===== config.mk =====
export PLATFORM = sky130hd
export DESIGN_NAME = ifu_imem_rsp_flat
export DESIGN_NICKNAME = d
export VERILOG_FILES = /design/src/rtl/ifu_imem_rsp_if.sv /design/src/rtl/ifu_imem_rsp.sv /design/src/flat_wrapper.sv
export SDC_FILE = /design/constraint.sdc
export NUM_CORES = 1
export LEC_CHECK = 0
export CAP_MARGIN = 10
export CORE_ASPECT_RATIO = 0.7
export CORE_MARGIN = 5
export CORE_UTILIZATION = 46
export DETAILED_ROUTE_END_ITERATION = 6
export PLACE_DENSITY = 0.85
export SKIP_LAST_GASP = 1
export SYNTH_ARGS = -nofsm -noshare
export SYNTH_HDL_FRONTEND = slang
export SYNTH_SLANG_ARGS = --single-unit

===== constraint.sdc =====
create_clock -name clk -period 3.15 [get_ports clk]
set_clock_uncertainty 0.2 [all_clocks]
set_input_delay 0.945 -clock clk [delete_from_list [all_inputs] [get_ports clk]]
set_output_delay 0.945 -clock clk [all_outputs]
set_load 0.03 [all_outputs]

===== src/rtl/ifu_imem_rsp_if.sv =====
// ----------------------------------------------------------------------------
// ifu_imem_rsp_if
// Bundles the fetch request/response channels and the synchronous SRAM read
// port used by ifu_imem_rsp.
//   master : fetch unit + SRAM side (drives requests, response ready, rdata)
//   slave  : ifu_imem_rsp (drives req ready, response, SRAM cs/addr)
// With IFU_IMEM_RSP_ERR_EN defined the bundle also carries ifu_rsp_err.
// ----------------------------------------------------------------------------
interface ifu_imem_rsp_if #(
    parameter int PC_W = 32,
    parameter int IW   = 32,
    parameter int AW   = 12
) ();
    logic            ifu_req_valid;
    logic            ifu_req_ready;
    logic [PC_W-1:0] ifu_req_pc;
    logic            ifu_rsp_valid;
    logic            ifu_rsp_ready;
    logic [IW-1:0]   ifu_rsp_instr;
`ifdef IFU_IMEM_RSP_ERR_EN
    logic            ifu_rsp_err;
`endif
    logic            sram_cs;
    logic [AW-1:0]   sram_addr;
    logic [IW-1:0]   sram_rdata;

    modport master (
        output ifu_req_valid, ifu_req_pc, ifu_rsp_ready, sram_rdata,
        input  ifu_req_ready, ifu_rsp_valid, ifu_rsp_instr, sram_cs, sram_addr
`ifdef IFU_IMEM_RSP_ERR_EN
        , input ifu_rsp_err
`endif
    );

    modport slave (
        input  ifu_req_valid, ifu_req_pc, ifu_rsp_ready, sram_rdata,
        output ifu_req_ready, ifu_rsp_valid, ifu_rsp_instr, sram_cs, sram_addr
`ifdef IFU_IMEM_RSP_ERR_EN
        , output ifu_rsp_err
`endif
    );
endinterface


===== src/rtl/ifu_imem_rsp.sv =====
// ----------------------------------------------------------------------------
// ifu_imem_rsp
// Instruction-fetch responder: accepts fetch addresses, reads one word from a
// synchronous SRAM per request (with WAIT_CYC optional wait states) and
// returns responses strictly in request order. A one-entry pending buffer lets
// a new request be accepted while a response is waiting for ifu_rsp_ready.
// Ports:
//   clk  - single clock, rising edge
//   rst  - synchronous active-high reset
//   bus  - ifu_imem_rsp_if.slave: request channel (valid/ready/pc), response
//          channel (valid/ready/instr), SRAM read port (cs/addr/rdata)
// Optional feature macro IFU_IMEM_RSP_ERR_EN: adds ifu_rsp_err; misaligned or
// out-of-window addresses skip the SRAM and return instr=0 with err=1.
// ----------------------------------------------------------------------------
module ifu_imem_rsp #(
    parameter int              PC_W     = 32,
    parameter int              IW       = 32,
    parameter int              AW       = 12,
    parameter int              WAIT_CYC = 0,
    parameter logic [PC_W-1:0] BASE     = 32'h8000_0000
) (
    input logic           clk,
    input logic           rst,
    ifu_imem_rsp_if.slave bus
);
    typedef enum logic [1:0] {
        IDLE = 2'd0,
        WAIT = 2'd1,
        RD   = 2'd2,
        RSP  = 2'd3
    } state_t;

    localparam logic [3:0] WAIT_LOAD = (WAIT_CYC > 0) ? 4'(WAIT_CYC - 1) : 4'd0;

    state_t          state_r, state_nxt_s;
    logic [3:0]      cnt_r, cnt_nxt_s;
    logic [PC_W-1:0] cur_pc_r, cur_pc_nxt_s;
    logic            pend_vld_r, pend_vld_nxt_s;
    logic [PC_W-1:0] pend_pc_r, pend_pc_nxt_s;
    logic            start_s;
    logic [PC_W-1:0] start_pc_s;
    logic            capture_s;
    logic            req_ready_r, rsp_valid_r, sram_cs_r;
    logic [AW-1:0]   sram_addr_r;
    logic [IW-1:0]   rsp_instr_r;
    logic            req_hs_s, rsp_hs_s;
    logic            cs_nxt_s;
    logic            acc_err_s;

`ifdef IFU_IMEM_RSP_ERR_EN
    logic            rsp_err_r;

    // Address outside the SRAM window or not word aligned.
    function automatic logic addr_err(input logic [PC_W-1:0] pc);
        addr_err = (pc[1:0] != 2'b00) || (pc[PC_W-1:AW+2] != BASE[PC_W-1:AW+2]);
    endfunction

    assign acc_err_s = addr_err(cur_pc_r);
    assign cs_nxt_s  = (state_nxt_s == RD) && !addr_err(cur_pc_nxt_s);
    assign bus.ifu_rsp_err = rsp_err_r;
`else
    // Without the error feature, pc[1:0], the upper address bits and BASE
    // are intentionally ignored (the index simply wraps).
    logic unused_pc_s;
    assign unused_pc_s = ^{cur_pc_r[PC_W-1:AW+2], cur_pc_r[1:0], BASE};
    assign acc_err_s   = 1'b0;
    assign cs_nxt_s    = (state_nxt_s == RD);
`endif

    // Handshakes are qualified by registered ready/valid, so ready never
    // depends combinationally on ifu_req_valid or ifu_rsp_ready.
    assign req_hs_s = bus.ifu_req_valid && req_ready_r;
    assign rsp_hs_s = rsp_valid_r && bus.ifu_rsp_ready;

    assign bus.ifu_req_ready = req_ready_r;
    assign bus.ifu_rsp_valid = rsp_valid_r;
    assign bus.ifu_rsp_instr = rsp_instr_r;
    assign bus.sram_cs       = sram_cs_r;
    assign bus.sram_addr     = sram_addr_r;

    // Next-state logic: sequencing of accesses and the pending buffer.
    always_comb begin
        state_nxt_s    = state_r;
        cnt_nxt_s      = cnt_r;
        cur_pc_nxt_s   = cur_pc_r;
        pend_vld_nxt_s = pend_vld_r;
        pend_pc_nxt_s  = pend_pc_r;
        start_s        = 1'b0;
        start_pc_s     = cur_pc_r;
        capture_s      = 1'b0;
        case (state_r)
            IDLE: begin
                if (req_hs_s) begin
                    start_s    = 1'b1;
                    start_pc_s = bus.ifu_req_pc;
                end else begin
                    start_s = 1'b0;
                end
            end
            WAIT: begin
                if (cnt_r == 4'd0) begin
                    state_nxt_s = RD;
                end else begin
                    cnt_nxt_s = cnt_r - 4'd1;
                end
            end
            RD: begin
                state_nxt_s = RSP;
                capture_s   = 1'b1;
            end
            RSP: begin
                if (rsp_hs_s) begin
                    // Pending request is older than anything arriving now.
                    if (pend_vld_r) begin
                        start_s        = 1'b1;
                        start_pc_s     = pend_pc_r;
                        pend_vld_nxt_s = 1'b0;
                    end else if (req_hs_s) begin
                        start_s    = 1'b1;
                        start_pc_s = bus.ifu_req_pc;
                    end else begin
                        state_nxt_s = IDLE;
                    end
                end else if (req_hs_s) begin
                    pend_vld_nxt_s = 1'b1;
                    pend_pc_nxt_s  = bus.ifu_req_pc;
                end else begin
                    pend_vld_nxt_s = pend_vld_r;
                end
            end
            default: begin
                state_nxt_s = IDLE;
            end
        endcase
        if (start_s) begin
            state_nxt_s  = (WAIT_CYC > 0) ? WAIT : RD;
            cnt_nxt_s    = WAIT_LOAD;
            cur_pc_nxt_s = start_pc_s;
        end else begin
            cur_pc_nxt_s = cur_pc_r;
        end
    end

    // State, buffers and registered outputs; reset overrides any access.
    always_ff @(posedge clk) begin
        if (rst) begin
            state_r     <= IDLE;
            cnt_r       <= 4'd0;
            cur_pc_r    <= '0;
            pend_vld_r  <= 1'b0;
            pend_pc_r   <= '0;
            req_ready_r <= 1'b1;
            rsp_valid_r <= 1'b0;
            sram_cs_r   <= 1'b0;
            sram_addr_r <= '0;
            rsp_instr_r <= '0;
`ifdef IFU_IMEM_RSP_ERR_EN
            rsp_err_r   <= 1'b0;
`endif
        end else begin
            state_r     <= state_nxt_s;
            cnt_r       <= cnt_nxt_s;
            cur_pc_r    <= cur_pc_nxt_s;
            pend_vld_r  <= pend_vld_nxt_s;
            pend_pc_r   <= pend_pc_nxt_s;
            req_ready_r <= (state_nxt_s == IDLE) || ((state_nxt_s == RSP) && !pend_vld_nxt_s);
            rsp_valid_r <= (state_nxt_s == RSP);
            sram_cs_r   <= cs_nxt_s;
            sram_addr_r <= cur_pc_nxt_s[AW+1:2];
            if (capture_s) begin
                rsp_instr_r <= acc_err_s ? '0 : bus.sram_rdata;
`ifdef IFU_IMEM_RSP_ERR_EN
                rsp_err_r   <= acc_err_s;
`endif
            end else begin
                rsp_instr_r <= rsp_instr_r;
            end
        end
    end
endmodule


===== src/flat_wrapper.sv =====
// flat-port wrapper written by rule: the top's interface ports become plain ports
module ifu_imem_rsp_flat 
#(
    parameter int              PC_W     = 32,
    parameter int              IW       = 32,
    parameter int              AW       = 12,
    parameter int              WAIT_CYC = 0,
    parameter logic [PC_W-1:0] BASE     = 32'h8000_0000
)
  (clk, rst, bus_ifu_req_valid, bus_ifu_req_pc, bus_ifu_rsp_ready, bus_sram_rdata, bus_ifu_req_ready, bus_ifu_rsp_valid, bus_ifu_rsp_instr, bus_sram_cs, bus_sram_addr);
  ifu_imem_rsp_if #(.PC_W(PC_W), .IW(IW), .AW(AW)) bus_i ();
  input logic clk;
  input logic rst;
  input wire logic [$bits(bus_i.ifu_req_valid)-1:0] bus_ifu_req_valid;
  input wire logic [$bits(bus_i.ifu_req_pc)-1:0] bus_ifu_req_pc;
  input wire logic [$bits(bus_i.ifu_rsp_ready)-1:0] bus_ifu_rsp_ready;
  input wire logic [$bits(bus_i.sram_rdata)-1:0] bus_sram_rdata;
  output wire logic [$bits(bus_i.ifu_req_ready)-1:0] bus_ifu_req_ready;
  output wire logic [$bits(bus_i.ifu_rsp_valid)-1:0] bus_ifu_rsp_valid;
  output wire logic [$bits(bus_i.ifu_rsp_instr)-1:0] bus_ifu_rsp_instr;
  output wire logic [$bits(bus_i.sram_cs)-1:0] bus_sram_cs;
  output wire logic [$bits(bus_i.sram_addr)-1:0] bus_sram_addr;
  assign bus_i.ifu_req_valid = bus_ifu_req_valid;
  assign bus_i.ifu_req_pc = bus_ifu_req_pc;
  assign bus_i.ifu_rsp_ready = bus_ifu_rsp_ready;
  assign bus_i.sram_rdata = bus_sram_rdata;
  assign bus_ifu_req_ready = bus_i.ifu_req_ready;
  assign bus_ifu_rsp_valid = bus_i.ifu_rsp_valid;
  assign bus_ifu_rsp_instr = bus_i.ifu_rsp_instr;
  assign bus_sram_cs = bus_i.sram_cs;
  assign bus_sram_addr = bus_i.sram_addr;
  ifu_imem_rsp #(.PC_W(PC_W), .IW(IW), .AW(AW), .WAIT_CYC(WAIT_CYC), .BASE(BASE)) u_core (.clk(clk), .rst(rst), .bus(bus_i));
endmodule

==> report_table.html, run 1 <==
<table>
<tr><th>Metric</th><th>Value</th></tr>
<tr><th colspan="2">GRT</th></tr>
<tr><td>Antenna violations before repair</td><td>0</td></tr>
<tr><td>Wire length of the first global-routing pass</td><td>roughly 11,000 um</td></tr>
<tr><td>Global-route layer with the greatest usage</td><td>met2</td></tr>
<tr><td>Met2 global-route usage</td><td>around 30%</td></tr>
<tr><td>Met3 demand-to-capacity share in global routing</td><td>roughly an eighth</td></tr>
<tr><td>Largest net degree at the start of global routing</td><td>between 40 and 50</td></tr>
<tr><td>Global Route Usage Sum</td><td>between 10% and 20%</td></tr>
<tr><td>Fraction of met1 tracks used by global routing</td><td>a little over a fifth</td></tr>
<tr><td>Aggregate global routing overflow</td><td>0</td></tr>
<tr><td>Vias in the first global route</td><td>roughly 2,400</td></tr>
<tr><th colspan="2">Logic synthesis</th></tr>
<tr><td>Per-instance average area after synthesis</td><td>between 9 and 10 um^2</td></tr>
<tr><td>Net count after synthesis</td><td>352</td></tr>
<tr><td>Synthesis Warnings</td><td>0</td></tr>
<tr><td>Part of the Yosys area used for sequential elements</td><td>48.00%</td></tr>
<tr><td>Number of synthesized register bits</td><td>66</td></tr>
<tr><td>Main area contributors after synthesis</td><td>dfxtp_1, mux2i_1, nor2_1, o221ai_2, nand2_1</td></tr>
<tr><td>Commonest register cell after synthesis</td><td>dfxtp_1</td></tr>
<tr><td>Asr flop ratio synth</td><td>0%</td></tr>
<tr><td>Post-synth EDFFs</td><td>0</td></tr>
<tr><td>Most common cell in the netlist</td><td>dfxtp_1</td></tr>
<tr><td>Area of the mapped netlist</td><td>about 2800 um^2</td></tr>
<tr><td>Number of distinct library cells after synthesis</td><td>39</td></tr>
<tr><td>Library cell occupying the most area in the post-synthesis netlist</td><td>dfxtp_1</td></tr>
<tr><td>Top post-synthesis cells by count</td><td>dfxtp_1, nor2_1, nand2_1, mux2i_1, a21oi_1</td></tr>
<tr><td>Top cell type's share of synthesized area</td><td>between 40 and 50%</td></tr>
<tr><td>Gate Count Post-Synth</td><td>about 280</td></tr>
<tr><th colspan="2">Timing</th></tr>
<tr><td>Fin crit share</td><td>between 80% and 90%</td></tr>
<tr><td>Post-route setup slack</td><td>0.5169 ns</td></tr>
<tr><td>Setup TNS after final layout</td><td>0 ns</td></tr>
<tr><td>Headroom to the max-slew limit</td><td>approximately three fifths</td></tr>
<tr><td>RSZ-0062 raised after global routing</td><td>no</td></tr>
<tr><td>Hold Violations, Final</td><td>0</td></tr>
<tr><td>Achievable Freq</td><td>379.8 MHz</td></tr>
<tr><td>Final-report setup violation count</td><td>0</td></tr>
<tr><td>Final Max Slew Viols</td><td>0</td></tr>
<tr><td>Final period demand of the worst path</td><td>between 2 and 3 ns</td></tr>
<tr><td>Transition time at the pin with the least slew margin</td><td>roughly 0.59 ns</td></tr>
<tr><th colspan="2">Job</th></tr>
<tr><td>Total of max-cap violations</td><td>0</td></tr>
<tr><th colspan="2">Status</th></tr>
<tr><td>Run status</td><td>finished, final reports clean</td></tr>
<tr><th colspan="2">Cells and area</th></tr>
<tr><td>Fillcell total</td><td>about 450</td></tr>
<tr><td>Area added between synthesis and finish</td><td>41.73%</td></tr>
<tr><td>Share of final-layout standard cells stronger than drive strength 1</td><td>a little over an eighth</td></tr>
<tr><td>Finished layout cell area</td><td>about 3900 um^2</td></tr>
<tr><td>Final nets</td><td>about 440</td></tr>
<tr><td>Final Non-Filler Cells</td><td>448</td></tr>
<tr><td>Antenna diodes</td><td>0</td></tr>
<tr><th colspan="2">Critical path</th></tr>
<tr><td>Maximum fanout along the worst path</td><td>7</td></tr>
<tr><td>Max incr delay on CP</td><td>approximately 0.72 ns</td></tr>
<tr><td>Worst setup SP type</td><td>flip-flop</td></tr>
<tr><td>CP Data Arrival Time</td><td>around 1.5 ns</td></tr>
<tr><td>Crit path buffers/inverters</td><td>1</td></tr>
<tr><td>Crit path capture type</td><td>output port</td></tr>
<tr><td>Endpoint required time on the critical path</td><td>~2 ns</td></tr>
<tr><td>Family with the most delay on the worst path</td><td>buffers and inverters</td></tr>
<tr><td>Chain of cells forming the critical path</td><td>clkdlybuf4s50_1</td></tr>
<tr><td>Crit-path slowest cell</td><td>clkdlybuf4s50_1</td></tr>
<tr><td>Critical Setup Path Class</td><td>reg -&gt; out</td></tr>
<tr><th colspan="2">Routing</th></tr>
<tr><td>Avg Vias per Cell</td><td>between 5 and 6</td></tr>
<tr><td>Drt pass-1 iters</td><td>4</td></tr>
<tr><td>Detailed-route wire length</td><td>between 6000 and 7000 um</td></tr>
<tr><td>Residual antenna-violating net count after detailed routing</td><td>0</td></tr>
<tr><td>Count of unresolved DRC violations after routing</td><td>0</td></tr>
<tr><td>Detailed router's first-iteration violation count</td><td>between 100 and 150</td></tr>
<tr><td>Total via count after detailed routing</td><td>between 2,000 and 2,500</td></tr>
<tr><td>Drt wl/cell</td><td>between 10 and 15 um</td></tr>
<tr><th colspan="2">Clock network</th></tr>
<tr><td>CTS Buffer Depth</td><td>2</td></tr>
<tr><td>H-Tree Level Count</td><td>3</td></tr>
<tr><td>Count of cells resized by post-cts repair</td><td>0</td></tr>
<tr><td>Root Buffer Master</td><td>clkbuf_8</td></tr>
<tr><td>Number of buffers inserted during clock tree synthesis</td><td>9</td></tr>
<tr><td>Setup bufs post-CTS</td><td>0</td></tr>
<tr><td>Clock tree from TritonCTS</td><td>done</td></tr>
<tr><td>Clock transition time at the flip-flop clock pins of the worst setup and hold paths</td><td>0.07 ns</td></tr>
<tr><td>Clock Sinks</td><td>between 60 and 70</td></tr>
<tr><td>Post-CTS Hold Fix Bufs</td><td>0</td></tr>
<tr><td>Clock insertion delay at the later pin of the skew report</td><td>roughly 0.33 ns</td></tr>
<tr><th colspan="2">Die</th></tr>
<tr><td>Number of top-level pins</td><td>around 120</td></tr>
<tr><td>Initial standard-cell utilization of the core</td><td>approximately 48%</td></tr>
<tr><td>Area of the core region</td><td>5756 um^2</td></tr>
<tr><td>Rows</td><td>23</td></tr>
<tr><td>X dimension of the die</td><td>roughly 100 um</td></tr>
<tr><td>Die Y</td><td>around 75 um</td></tr>
<tr><td>Area of the die</td><td>7656 um^2</td></tr>
<tr><th colspan="2">Pwr</th></tr>
<tr><td>Maximum VDD drop</td><td>about 0.50 mV</td></tr>
<tr><td>Leak pwr</td><td>1.368 nW</td></tr>
<tr><td>Total power density per cell area</td><td>roughly 800 nW/um^2</td></tr>
<tr><td>Total power of the final layout</td><td>3.123 mW</td></tr>
<tr><th colspan="2">Placement</th></tr>
<tr><td>Count of port buffers added during placement</td><td>94</td></tr>
<tr><td>Last weighted congestion value of the routability-driven placer</td><td>0.7988</td></tr>
<tr><td>Area after DPL</td><td>~3700 um^2</td></tr>
<tr><td>HPWL after detailed placement</td><td>approximately 4800 um</td></tr>
<tr><td>Total placed cells including tap cells</td><td>around 430</td></tr>
<tr><td>Pre-CTS setup slack</td><td>approximately 0.28 ns</td></tr>
<tr><th colspan="2">Min path</th></tr>
<tr><td>Type of the tightest min-delay check</td><td>reg -&gt; reg</td></tr>
</table>
## per-stage QoR
stage,util (%),hold slack (ns)
finish,67.78,0.2562
global route,67.78,0.2815
CTS,67.78,0.2578
detailed placement,65.13,0.2490
global placement,65.13,0.2396
floorplan,-,0.2364
## registers in the layout, summed over array words and instances (netlist names), 2 cells and up
signal,count
u_core.bus.ifu_rsp_instr,32
u_core.state_r,2
u_core.cur_pc_r,12
u_core.cnt_r,4
u_core.pend_pc_r,12
## final timing paths
| path | from | end | slack (ns) | cells past startpoint |
|---|---|---|---|---|
| hold / removal | u_core.cur_pc_r[2] | u_core.cur_pc_r[2] | 0.26 | 2 |
| hold reg to reg | u_core.cur_pc_r[2] | u_core.cur_pc_r[2] | 0.26 | 2 |
| setup reg to reg | u_core.state_r[0] | u_core.bus.ifu_req_ready | 1.01 | 7 |
| setup / recovery | u_core.bus.ifu_req_ready | bus_ifu_req_ready | 0.52 | 1 |
## cell families after synthesis
family / Yosys count / synth area share [%]
muxes: 32 / 11.64
buffers and inverters: 24 / 4.273
xor gates and xnor gates: 3 / 0.9547
DFF: 66 / 48.00
and+or+nand+nor: 97 / 15.91
AOI/OAI and AO/OA: 50 / 16.50
adders and majority gates: 6 / 2.727
## report_power, final
part | internal, mW | switching (mW) | leakage [nW]
clock | 0.279 | 0.298 | 0.0762
sequential | 1.00 | 0.0940 | 0.538
combinational | 0.646 | 0.803 | 0.753
total | 1.93 | 1.20 | 1.37
## layout by cell type, fill, tap and decap left out, types with 2 or more instances in the layout
cell | synthesis | final
a31oi_1 | 2 | 2
nor2b_1 | 3 | 3
nor2_1 | 42 | 42
o221ai_2 | 10 | 10
clkbuf_1 | 9 | 3
dfxtp_1 | 66 | 66
a21oi_2 | 11 | 11
clkbuf_8 | 0 | 9
ha_1 | 6 | 5
xnor2_1 | 2 | 2
buf_4 | 1 | 3
nand2_1 | 39 | 39
a21oi_1 | 16 | 16
buf_12 | 0 | 2
clkdlybuf4s50_1 | 0 | 93
nand3_1 | 2 | 2
inv_1 | 5 | 5
mux2i_1 | 32 | 32
o221ai_1 | 2 | 2
clkinv_2 | 0 | 2
## area by class of cell
cell class / count / area (um^2) / share of cell area (%)
clock inverter: 3 / 17.52 / 0.4490
multi-input combinational: 188 / 1316 / 33.74
timing repair buffer: 99 / 998.5 / 25.59
tap: 75 / 93.84 / 2.405
inverter: 5 / 18.77 / 0.4811
clock buffer: 12 / 135.1 / 3.464
sequential: 66 / 1321 / 33.87
## layer usage
layer,share of wire [%],up-vias
li1,-,1135
met1,40,1047
met2,45,93
met3,14,2
met4,0.075,0
met5,0,-
No activity file was read; power rests on OpenSTA's default activity.
==> run 2: changes to the inputs <==
--- a/config.mk
+++ b/config.mk
@@ -8,9 +8,9 @@
 export CAP_MARGIN = 10
 export CORE_ASPECT_RATIO = 0.7
 export CORE_MARGIN = 5
-export CORE_UTILIZATION = 46
+export CORE_UTILIZATION = 42
 export DETAILED_ROUTE_END_ITERATION = 6
-export PLACE_DENSITY = 0.85
+export PLACE_DENSITY = 0.79
 export SKIP_LAST_GASP = 1
 export SYNTH_ARGS = -nofsm -noshare
 export SYNTH_HDL_FRONTEND = slang
==> constraint.sdc (replaced) <==
create_clock -name clk -period 2.6 [get_ports clk]
set_clock_uncertainty 0.2 [all_clocks]
set_input_delay 0.78 -clock clk [delete_from_list [all_inputs] [get_ports clk]]
set_output_delay 0.78 -clock clk [all_outputs]
set_load 0.03 [all_outputs]
==> report_table.html, run 2 (synthesized netlist as in run 1, its figures left out) <==
<table>
<tr><th>Metric</th><th>Value</th></tr>
<tr><th colspan="2">Critical path</th></tr>
<tr><td>Crit path capture type</td><td>output port</td></tr>
<tr><td>Crit-path slowest cell</td><td>clkdlybuf4s50_1</td></tr>
<tr><td>Chain of cells forming the critical path</td><td>clkdlybuf4s50_1</td></tr>
<tr><td>Worst setup SP type</td><td>flip-flop</td></tr>
<tr><td>Crit path buffers/inverters</td><td>1</td></tr>
<tr><td>Maximum fanout along the worst path</td><td>7</td></tr>
<tr><td>CP Data Arrival Time</td><td>approximately 1.5 ns</td></tr>
<tr><td>Endpoint required time on the critical path</td><td>approximately 1.6 ns</td></tr>
<tr><td>Max incr delay on CP</td><td>between 0.7 and 0.8 ns</td></tr>
<tr><td>Critical Setup Path Class</td><td>reg -&gt; out</td></tr>
<tr><td>Family with the most delay on the worst path</td><td>buffers and inverters</td></tr>
<tr><th colspan="2">GRT</th></tr>
<tr><td>Global Route Usage Sum</td><td>between 10% and 20%</td></tr>
<tr><td>Vias in the first global route</td><td>2,283</td></tr>
<tr><td>Aggregate global routing overflow</td><td>0</td></tr>
<tr><td>Antenna violations before repair</td><td>0</td></tr>
<tr><td>Met3 demand-to-capacity share in global routing</td><td>11.61%</td></tr>
<tr><td>Fraction of met1 tracks used by global routing</td><td>17.94%</td></tr>
<tr><td>Met2 global-route usage</td><td>about a quarter</td></tr>
<tr><td>Global-route layer with the greatest usage</td><td>met2</td></tr>
<tr><td>Wire length of the first global-routing pass</td><td>10,620 um</td></tr>
<tr><td>Largest net degree at the start of global routing</td><td>40</td></tr>
<tr><th colspan="2">Clock network</th></tr>
<tr><td>CTS Buffer Depth</td><td>2</td></tr>
<tr><td>Clock insertion delay at the later pin of the skew report</td><td>0.34 ns</td></tr>
<tr><td>Post-CTS Hold Fix Bufs</td><td>0</td></tr>
<tr><td>Clock transition time at the flip-flop clock pins of the worst setup and hold paths</td><td>approximately 0.070 ns</td></tr>
<tr><td>Count of cells resized by post-cts repair</td><td>0</td></tr>
<tr><td>Setup bufs post-CTS</td><td>0</td></tr>
<tr><td>Root Buffer Master</td><td>clkbuf_8</td></tr>
<tr><td>H-Tree Level Count</td><td>3</td></tr>
<tr><td>Number of buffers inserted during clock tree synthesis</td><td>9</td></tr>
<tr><td>Clock Sinks</td><td>66</td></tr>
<tr><td>Clock tree from TritonCTS</td><td>done</td></tr>
<tr><th colspan="2">Die</th></tr>
<tr><td>Die Y</td><td>roughly 78 um</td></tr>
<tr><td>Rows</td><td>24</td></tr>
<tr><td>Initial standard-cell utilization of the core</td><td>between 40 and 50%</td></tr>
<tr><td>Area of the core region</td><td>approximately 6300 um^2</td></tr>
<tr><td>Number of top-level pins</td><td>~120</td></tr>
<tr><td>Area of the die</td><td>around 8300 um^2</td></tr>
<tr><td>X dimension of the die</td><td>approximately 110 um</td></tr>
<tr><th colspan="2">Cells and area</th></tr>
<tr><td>Share of the core filled with cells in the final layout</td><td>63.35%</td></tr>
<tr><td>Share of final-layout standard cells stronger than drive strength 1</td><td>about 15%</td></tr>
<tr><td>Max FFs per register</td><td>32</td></tr>
<tr><td>Antenna diodes</td><td>0</td></tr>
<tr><td>Area added between synthesis and finish</td><td>45.14%</td></tr>
<tr><td>Most common library cell in the layout ignoring fill and taps</td><td>clkdlybuf4s50_1</td></tr>
<tr><td>Most frequent cells in the layout</td><td>clkdlybuf4s50_1, dfxtp_1, nor2_1</td></tr>
<tr><td>Finished layout cell area</td><td>around 4000 um^2</td></tr>
<tr><td>Final Non-Filler Cells</td><td>~460</td></tr>
<tr><td>Final nets</td><td>roughly 450</td></tr>
<tr><th colspan="2">Placement</th></tr>
<tr><td>Last weighted congestion value of the routability-driven placer</td><td>about 0.77</td></tr>
<tr><td>HPWL after detailed placement</td><td>roughly 4700 um</td></tr>
<tr><td>Total placed cells including tap cells</td><td>~440</td></tr>
<tr><td>Area after DPL</td><td>about 3800 um^2</td></tr>
<tr><td>Pre-CTS setup slack</td><td>-0.03289 ns</td></tr>
<tr><td>Count of port buffers added during placement</td><td>94</td></tr>
<tr><th colspan="2">Pwr</th></tr>
<tr><td>Internal power</td><td>~2.6 mW</td></tr>
<tr><td>Power spent charging and discharging nets</td><td>1.477 mW</td></tr>
<tr><td>Total power density per cell area</td><td>roughly 1000 nW/um^2</td></tr>
<tr><td>Sw Ratio</td><td>a little over a third</td></tr>
<tr><td>Clock network fraction of total power</td><td>23.3%</td></tr>
<tr><td>Gate power share</td><td>between 40% and 50%</td></tr>
<tr><td>Maximum VDD drop</td><td>between 0.6 and 0.7 mV</td></tr>
<tr><td>Leak pwr</td><td>approximately 1.4 nW</td></tr>
<tr><td>Power share of the sequential group</td><td>between 30% and 40%</td></tr>
<tr><th colspan="2">Status</th></tr>
<tr><td>Run status</td><td>finished, final reports clean</td></tr>
<tr><th colspan="2">Routing</th></tr>
<tr><td>Detailed-route wire length</td><td>about 6500 um</td></tr>
<tr><td>Residual antenna-violating net count after detailed routing</td><td>0</td></tr>
<tr><td>Detailed router's first-iteration violation count</td><td>55</td></tr>
<tr><td>Drt pass-1 iters</td><td>4</td></tr>
<tr><td>Count of unresolved DRC violations after routing</td><td>0</td></tr>
<tr><td>Avg Vias per Cell</td><td>5.057</td></tr>
<tr><td>Drt wl/cell</td><td>14.26 um</td></tr>
<tr><td>Total via count after detailed routing</td><td>2,311</td></tr>
<tr><th colspan="2">Timing</th></tr>
<tr><td>RSZ-0062 raised after global routing</td><td>no</td></tr>
<tr><td>Transition time at the pin with the least slew margin</td><td>roughly 0.53 ns</td></tr>
<tr><td>Hold Violations, Final</td><td>0</td></tr>
<tr><td>Headroom to the max-slew limit</td><td>about 64%</td></tr>
<tr><td>Final period demand of the worst path</td><td>between 2 and 2.5 ns</td></tr>
<tr><td>Final-report setup violation count</td><td>0</td></tr>
<tr><td>Achievable Freq</td><td>407.9 MHz</td></tr>
<tr><td>Final Max Slew Viols</td><td>0</td></tr>
<tr><td>Post-route setup slack</td><td>around 0.15 ns</td></tr>
<tr><td>Fin crit share</td><td>between 90% and 100%</td></tr>
<tr><th colspan="2">Job</th></tr>
<tr><td>Total of max-cap violations</td><td>0</td></tr>
<tr><th colspan="2">Min path</th></tr>
<tr><td>Type of the tightest min-delay check</td><td>reg -&gt; reg</td></tr>
</table>
==> run 2: cell count changes in the layout (fill, tap and decap cells not counted), sizes merged <==
cell,delta
bufinv,+2
buf,+5
inv,+1
clkbuf,-2
==> run 2: power by group through the flow <==
stage                     logic (mW)  clock network [mW]  registers (mW)
after floorplan                0.795                   0            1.71
after global placement          1.77                   0            1.34
after detailed placement        1.78                   0            1.34
after CTS                       1.80               0.976            1.32
after global routing            1.90                1.03            1.35
final                           1.77               0.943            1.32
==> run 2: final timing paths <==
kind	slack (ns)	cells after the start	from	endpoint
worst max-delay path	0.15	1	u_core.bus.ifu_req_ready	bus_ifu_req_ready
worst min-delay path	0.25	2	u_core.cur_pc_r[13]	u_core.cur_pc_r[13]
worst max register to register	0.58	7	u_core.state_r[0]	u_core.bus.ifu_req_ready
worst min register to register	0.25	2	u_core.cur_pc_r[13]	u_core.cur_pc_r[13]
==> run 2: stage by stage <==
step / hold slack, ns / power (mW) / setup TNS [ns]
global placement: 0.2420 / 3.104 / 0
floorplan: 0.2364 / 2.503 / 0
CTS: 0.2552 / 4.097 / 0
global route: 0.2784 / 4.275 / 0
detailed placement: 0.2461 / 3.128 / -0.05199
finish: 0.2524 / 4.039 / 0
==> run 2: final cells by class <==
type / count / area (um^2)
fillers: 529 / 2311
clock buffers: 10 / 127.6
flip-flops and latches: 66 / 1321
repair buffers: 104 / 1023
clock inverters: 6 / 90.09
inverters: 5 / 18.77
multi-input cells: 188 / 1316
well taps: 78 / 97.59
==> run 2: metal layers <==
layer	vias to the layer above	part of all wire [%]	routed length (um)
li1	1144	-	-
met1	1078	41	2701
met2	81	44	2886
met3	8	13	862
met4	0	1.0	65
met5	-	0	0
==> run 2: worst min-delay path, stage by stage (launching register included) <==
cell and delay [ns]:
dfxtp_1 0.31, nand2_1 0.05, a21oi_1 0.05
==> run 3: changes to the inputs <==
--- a/config.mk
+++ b/config.mk
@@ -10,6 +10,8 @@
 export CORE_MARGIN = 5
 export CORE_UTILIZATION = 42
 export DETAILED_ROUTE_END_ITERATION = 6
+export GPL_ROUTABILITY_DRIVEN = 0
+export HOLD_SLACK_MARGIN = 0.02
 export PLACE_DENSITY = 0.79
 export SKIP_LAST_GASP = 1
 export SYNTH_ARGS = -nofsm -noshare
==> constraint.sdc (replaced) <==
create_clock -name clk -period 2.8 [get_ports clk]
set_clock_uncertainty 0.2 [all_clocks]
set_input_delay 0.84 -clock clk [delete_from_list [all_inputs] [get_ports clk]]
set_output_delay 0.84 -clock clk [all_outputs]
set_load 0.03 [all_outputs]
==> report_table.html, run 3 (synthesized netlist as in run 1, its figures left out) <==
<table>
<tr><th>Metric</th><th>Value</th></tr>
<tr><th colspan="2">Status</th></tr>
<tr><td>Run status</td><td>finished, final reports clean</td></tr>
<tr><th colspan="2">Critical path</th></tr>
<tr><td>Launching instance or port of the critical path</td><td>u_core.bus.ifu_req_ready</td></tr>
<tr><td>Crit path capture type</td><td>output port</td></tr>
<tr><td>Max incr delay on CP</td><td>0.71 ns</td></tr>
<tr><td>Crit path buffers/inverters</td><td>1</td></tr>
<tr><td>Maximum fanout along the worst path</td><td>7</td></tr>
<tr><td>Chain of cells forming the critical path</td><td>clkdlybuf4s50_1</td></tr>
<tr><td>Worst setup SP type</td><td>flip-flop</td></tr>
<tr><td>CP Data Arrival Time</td><td>approximately 1.5 ns</td></tr>
<tr><td>Endpoint required time on the critical path</td><td>1.76 ns</td></tr>
<tr><td>Start of the worst register-to-register path</td><td>u_core.state_r[0]</td></tr>
<tr><td>Family with the most delay on the worst path</td><td>buffers and inverters</td></tr>
<tr><td>Crit-path slowest cell</td><td>clkdlybuf4s50_1</td></tr>
<tr><td>Critical Setup Path Class</td><td>reg -&gt; out</td></tr>
<tr><th colspan="2">Min path</th></tr>
<tr><td>Type of the tightest min-delay check</td><td>reg -&gt; reg</td></tr>
<tr><td>Hold wc startpoint</td><td>u_core.cur_pc_r[13]</td></tr>
<tr><th colspan="2">Timing</th></tr>
<tr><td>Achievable Freq</td><td>396.0 MHz</td></tr>
<tr><td>Final-report setup violation count</td><td>0</td></tr>
<tr><td>Transition time at the pin with the least slew margin</td><td>~0.57 ns</td></tr>
<tr><td>Final period demand of the worst path</td><td>about 2.5 ns</td></tr>
<tr><td>Post-route setup slack</td><td>roughly 0.27 ns</td></tr>
<tr><td>Fin crit share</td><td>~90%</td></tr>
<tr><td>RSZ-0062 raised after global routing</td><td>no</td></tr>
<tr><td>Final Max Slew Viols</td><td>0</td></tr>
<tr><td>Hold Violations, Final</td><td>0</td></tr>
<tr><td>Headroom to the max-slew limit</td><td>roughly 62%</td></tr>
<tr><th colspan="2">GRT</th></tr>
<tr><td>Aggregate global routing overflow</td><td>0</td></tr>
<tr><td>Wire length of the first global-routing pass</td><td>about 11,000 um</td></tr>
<tr><td>Global Route Usage Sum</td><td>between 10% and 20%</td></tr>
<tr><td>Vias in the first global route</td><td>between 2,000 and 2,500</td></tr>
<tr><td>Largest net degree at the start of global routing</td><td>44</td></tr>
<tr><td>Antenna violations before repair</td><td>0</td></tr>
<tr><th colspan="2">Cells and area</th></tr>
<tr><td>Antenna diodes</td><td>0</td></tr>
<tr><td>Multi-input gate area</td><td>~1300 um^2</td></tr>
<tr><td>Area added between synthesis and finish</td><td>43.73%</td></tr>
<tr><td>Final Non-Filler Cells</td><td>~450</td></tr>
<tr><td>Max FFs per register</td><td>32</td></tr>
<tr><td>Share of final-layout standard cells stronger than drive strength 1</td><td>between 10% and 20%</td></tr>
<tr><td>Register area</td><td>1321 um^2</td></tr>
<tr><td>Most common library cell in the layout ignoring fill and taps</td><td>clkdlybuf4s50_1</td></tr>
<tr><td>Fillcell total</td><td>around 530</td></tr>
<tr><td>Final nets</td><td>between 400 and 500</td></tr>
<tr><td>Most frequent cells in the layout</td><td>clkdlybuf4s50_1, dfxtp_1, nor2_1</td></tr>
<tr><th colspan="2">Pwr</th></tr>
<tr><td>Internal power</td><td>~2.3 mW</td></tr>
<tr><td>Gate power share</td><td>44.3%</td></tr>
<tr><td>Clock network fraction of total power</td><td>between 20% and 30%</td></tr>
<tr><td>Power spent charging and discharging nets</td><td>between 1 and 1.5 mW</td></tr>
<tr><td>Maximum VDD drop</td><td>roughly 0.52 mV</td></tr>
<tr><td>Total power density per cell area</td><td>between 900 and 1000 nW/um^2</td></tr>
<tr><td>Leak pwr</td><td>~1.4 nW</td></tr>
<tr><td>Power share of the sequential group</td><td>33.6%</td></tr>
<tr><td>Sw Ratio</td><td>37.56%</td></tr>
<tr><td>Total power of the final layout</td><td>about 3.7 mW</td></tr>
<tr><th colspan="2">Clock network</th></tr>
<tr><td>Count of cells resized by post-cts repair</td><td>0</td></tr>
<tr><td>Clock Sinks</td><td>between 60 and 70</td></tr>
<tr><td>Clock tree from TritonCTS</td><td>done</td></tr>
<tr><td>Post-CTS Hold Fix Bufs</td><td>0</td></tr>
<tr><td>Clock transition time at the flip-flop clock pins of the worst setup and hold paths</td><td>roughly 0.070 ns</td></tr>
<tr><td>Clock insertion delay at the later pin of the skew report</td><td>roughly 0.34 ns</td></tr>
<tr><td>Root Buffer Master</td><td>clkbuf_8</td></tr>
<tr><td>Number of buffers inserted during clock tree synthesis</td><td>9</td></tr>
<tr><td>CTS Buffer Depth</td><td>2</td></tr>
<tr><td>Setup bufs post-CTS</td><td>0</td></tr>
<tr><td>H-Tree Level Count</td><td>3</td></tr>
<tr><th colspan="2">Routing</th></tr>
<tr><td>Drt wl/cell</td><td>about 15 um</td></tr>
<tr><td>Count of unresolved DRC violations after routing</td><td>0</td></tr>
<tr><td>Detailed router's first-iteration violation count</td><td>just over 80</td></tr>
<tr><td>Detailed-route wire length</td><td>around 6600 um</td></tr>
<tr><td>Drt pass-1 iters</td><td>6</td></tr>
<tr><td>Total via count after detailed routing</td><td>2,243</td></tr>
<tr><td>Residual antenna-violating net count after detailed routing</td><td>0</td></tr>
<tr><td>Avg Vias per Cell</td><td>~5.0</td></tr>
<tr><th colspan="2">Die</th></tr>
<tr><td>Die Y</td><td>between 70 and 80 um</td></tr>
<tr><td>Rows</td><td>24</td></tr>
<tr><td>X dimension of the die</td><td>106.8 um</td></tr>
<tr><td>Area of the core region</td><td>about 6300 um^2</td></tr>
<tr><td>Number of top-level pins</td><td>about 120</td></tr>
<tr><td>Area of the die</td><td>between 8000 and 9000 um^2</td></tr>
<tr><td>Initial standard-cell utilization of the core</td><td>a little over two fifths</td></tr>
<tr><th colspan="2">Job</th></tr>
<tr><td>Total of max-cap violations</td><td>0</td></tr>
<tr><th colspan="2">Placement</th></tr>
<tr><td>Count of port buffers added during placement</td><td>94</td></tr>
<tr><td>HPWL after detailed placement</td><td>approximately 4700 um</td></tr>
<tr><td>Pre-CTS setup slack</td><td>-0.0002127 ns</td></tr>
<tr><td>Total placed cells including tap cells</td><td>about 440</td></tr>
</table>
run 3: through the flow:
step	setup TNS, ns	hold slack [ns]	cell area (um^2)	utilization, %
after floorplan	0	0.2364	2753	-
after global placement	0	0.2410	3752	59.50
after detailed placement	-0.0002127	0.2468	3752	59.50
after CTS	0	0.2549	3956	62.74
after global routing	0	0.2807	3956	62.74
final	0	0.2516	3956	62.74
run 3: worst min-delay path, stage by stage (launching register included):
cell and delay [ns]:
dfxtp_1 0.31, nand2_1 0.05, a21oi_1 0.05
run 3: worst paths after layout:
kind | to | slack (ns) | cells past startpoint
max | bus_ifu_req_ready | 0.27 | 1
min | u_core.cur_pc_r[13] | 0.25 | 2
max reg2reg | u_core.bus.ifu_req_ready | 0.76 | 7
min reg2reg | u_core.cur_pc_r[13] | 0.25 | 2
run 3: area by class of cell:
class	instances	area share (%)
Clock buffer	10	3.479
Multi-Input combinational cell	188	33.27
Tap cell	78	2.467
Clock inverter	6	1.676
Sequential cell	66	33.40
Timing Repair Buffer	99	25.24
Inverter	5	0.4744
run 3: power groups by stage:
stage          clock, mW  combinational [mW]  sequential [mW]
2_1_floorplan          0               0.738             1.59
3_3_place_gp           0                1.61             1.24
3_5_place_dp           0                1.64             1.25
4_1_cts            0.833                1.65             1.23
5_1_grt            0.888                1.74             1.26
6_report           0.809                1.62             1.23
run 3: routing by layer:
layer | vias up | routed length, um | track usage [%]
met5 | - | 0 | 0
met4 | 0 | 76 | 4.598
met3 | 8 | 736 | 10.86
met2 | 73 | 2934 | 25.94
met1 | 1032 | 2868 | 19.77
li1 | 1130 | - | -
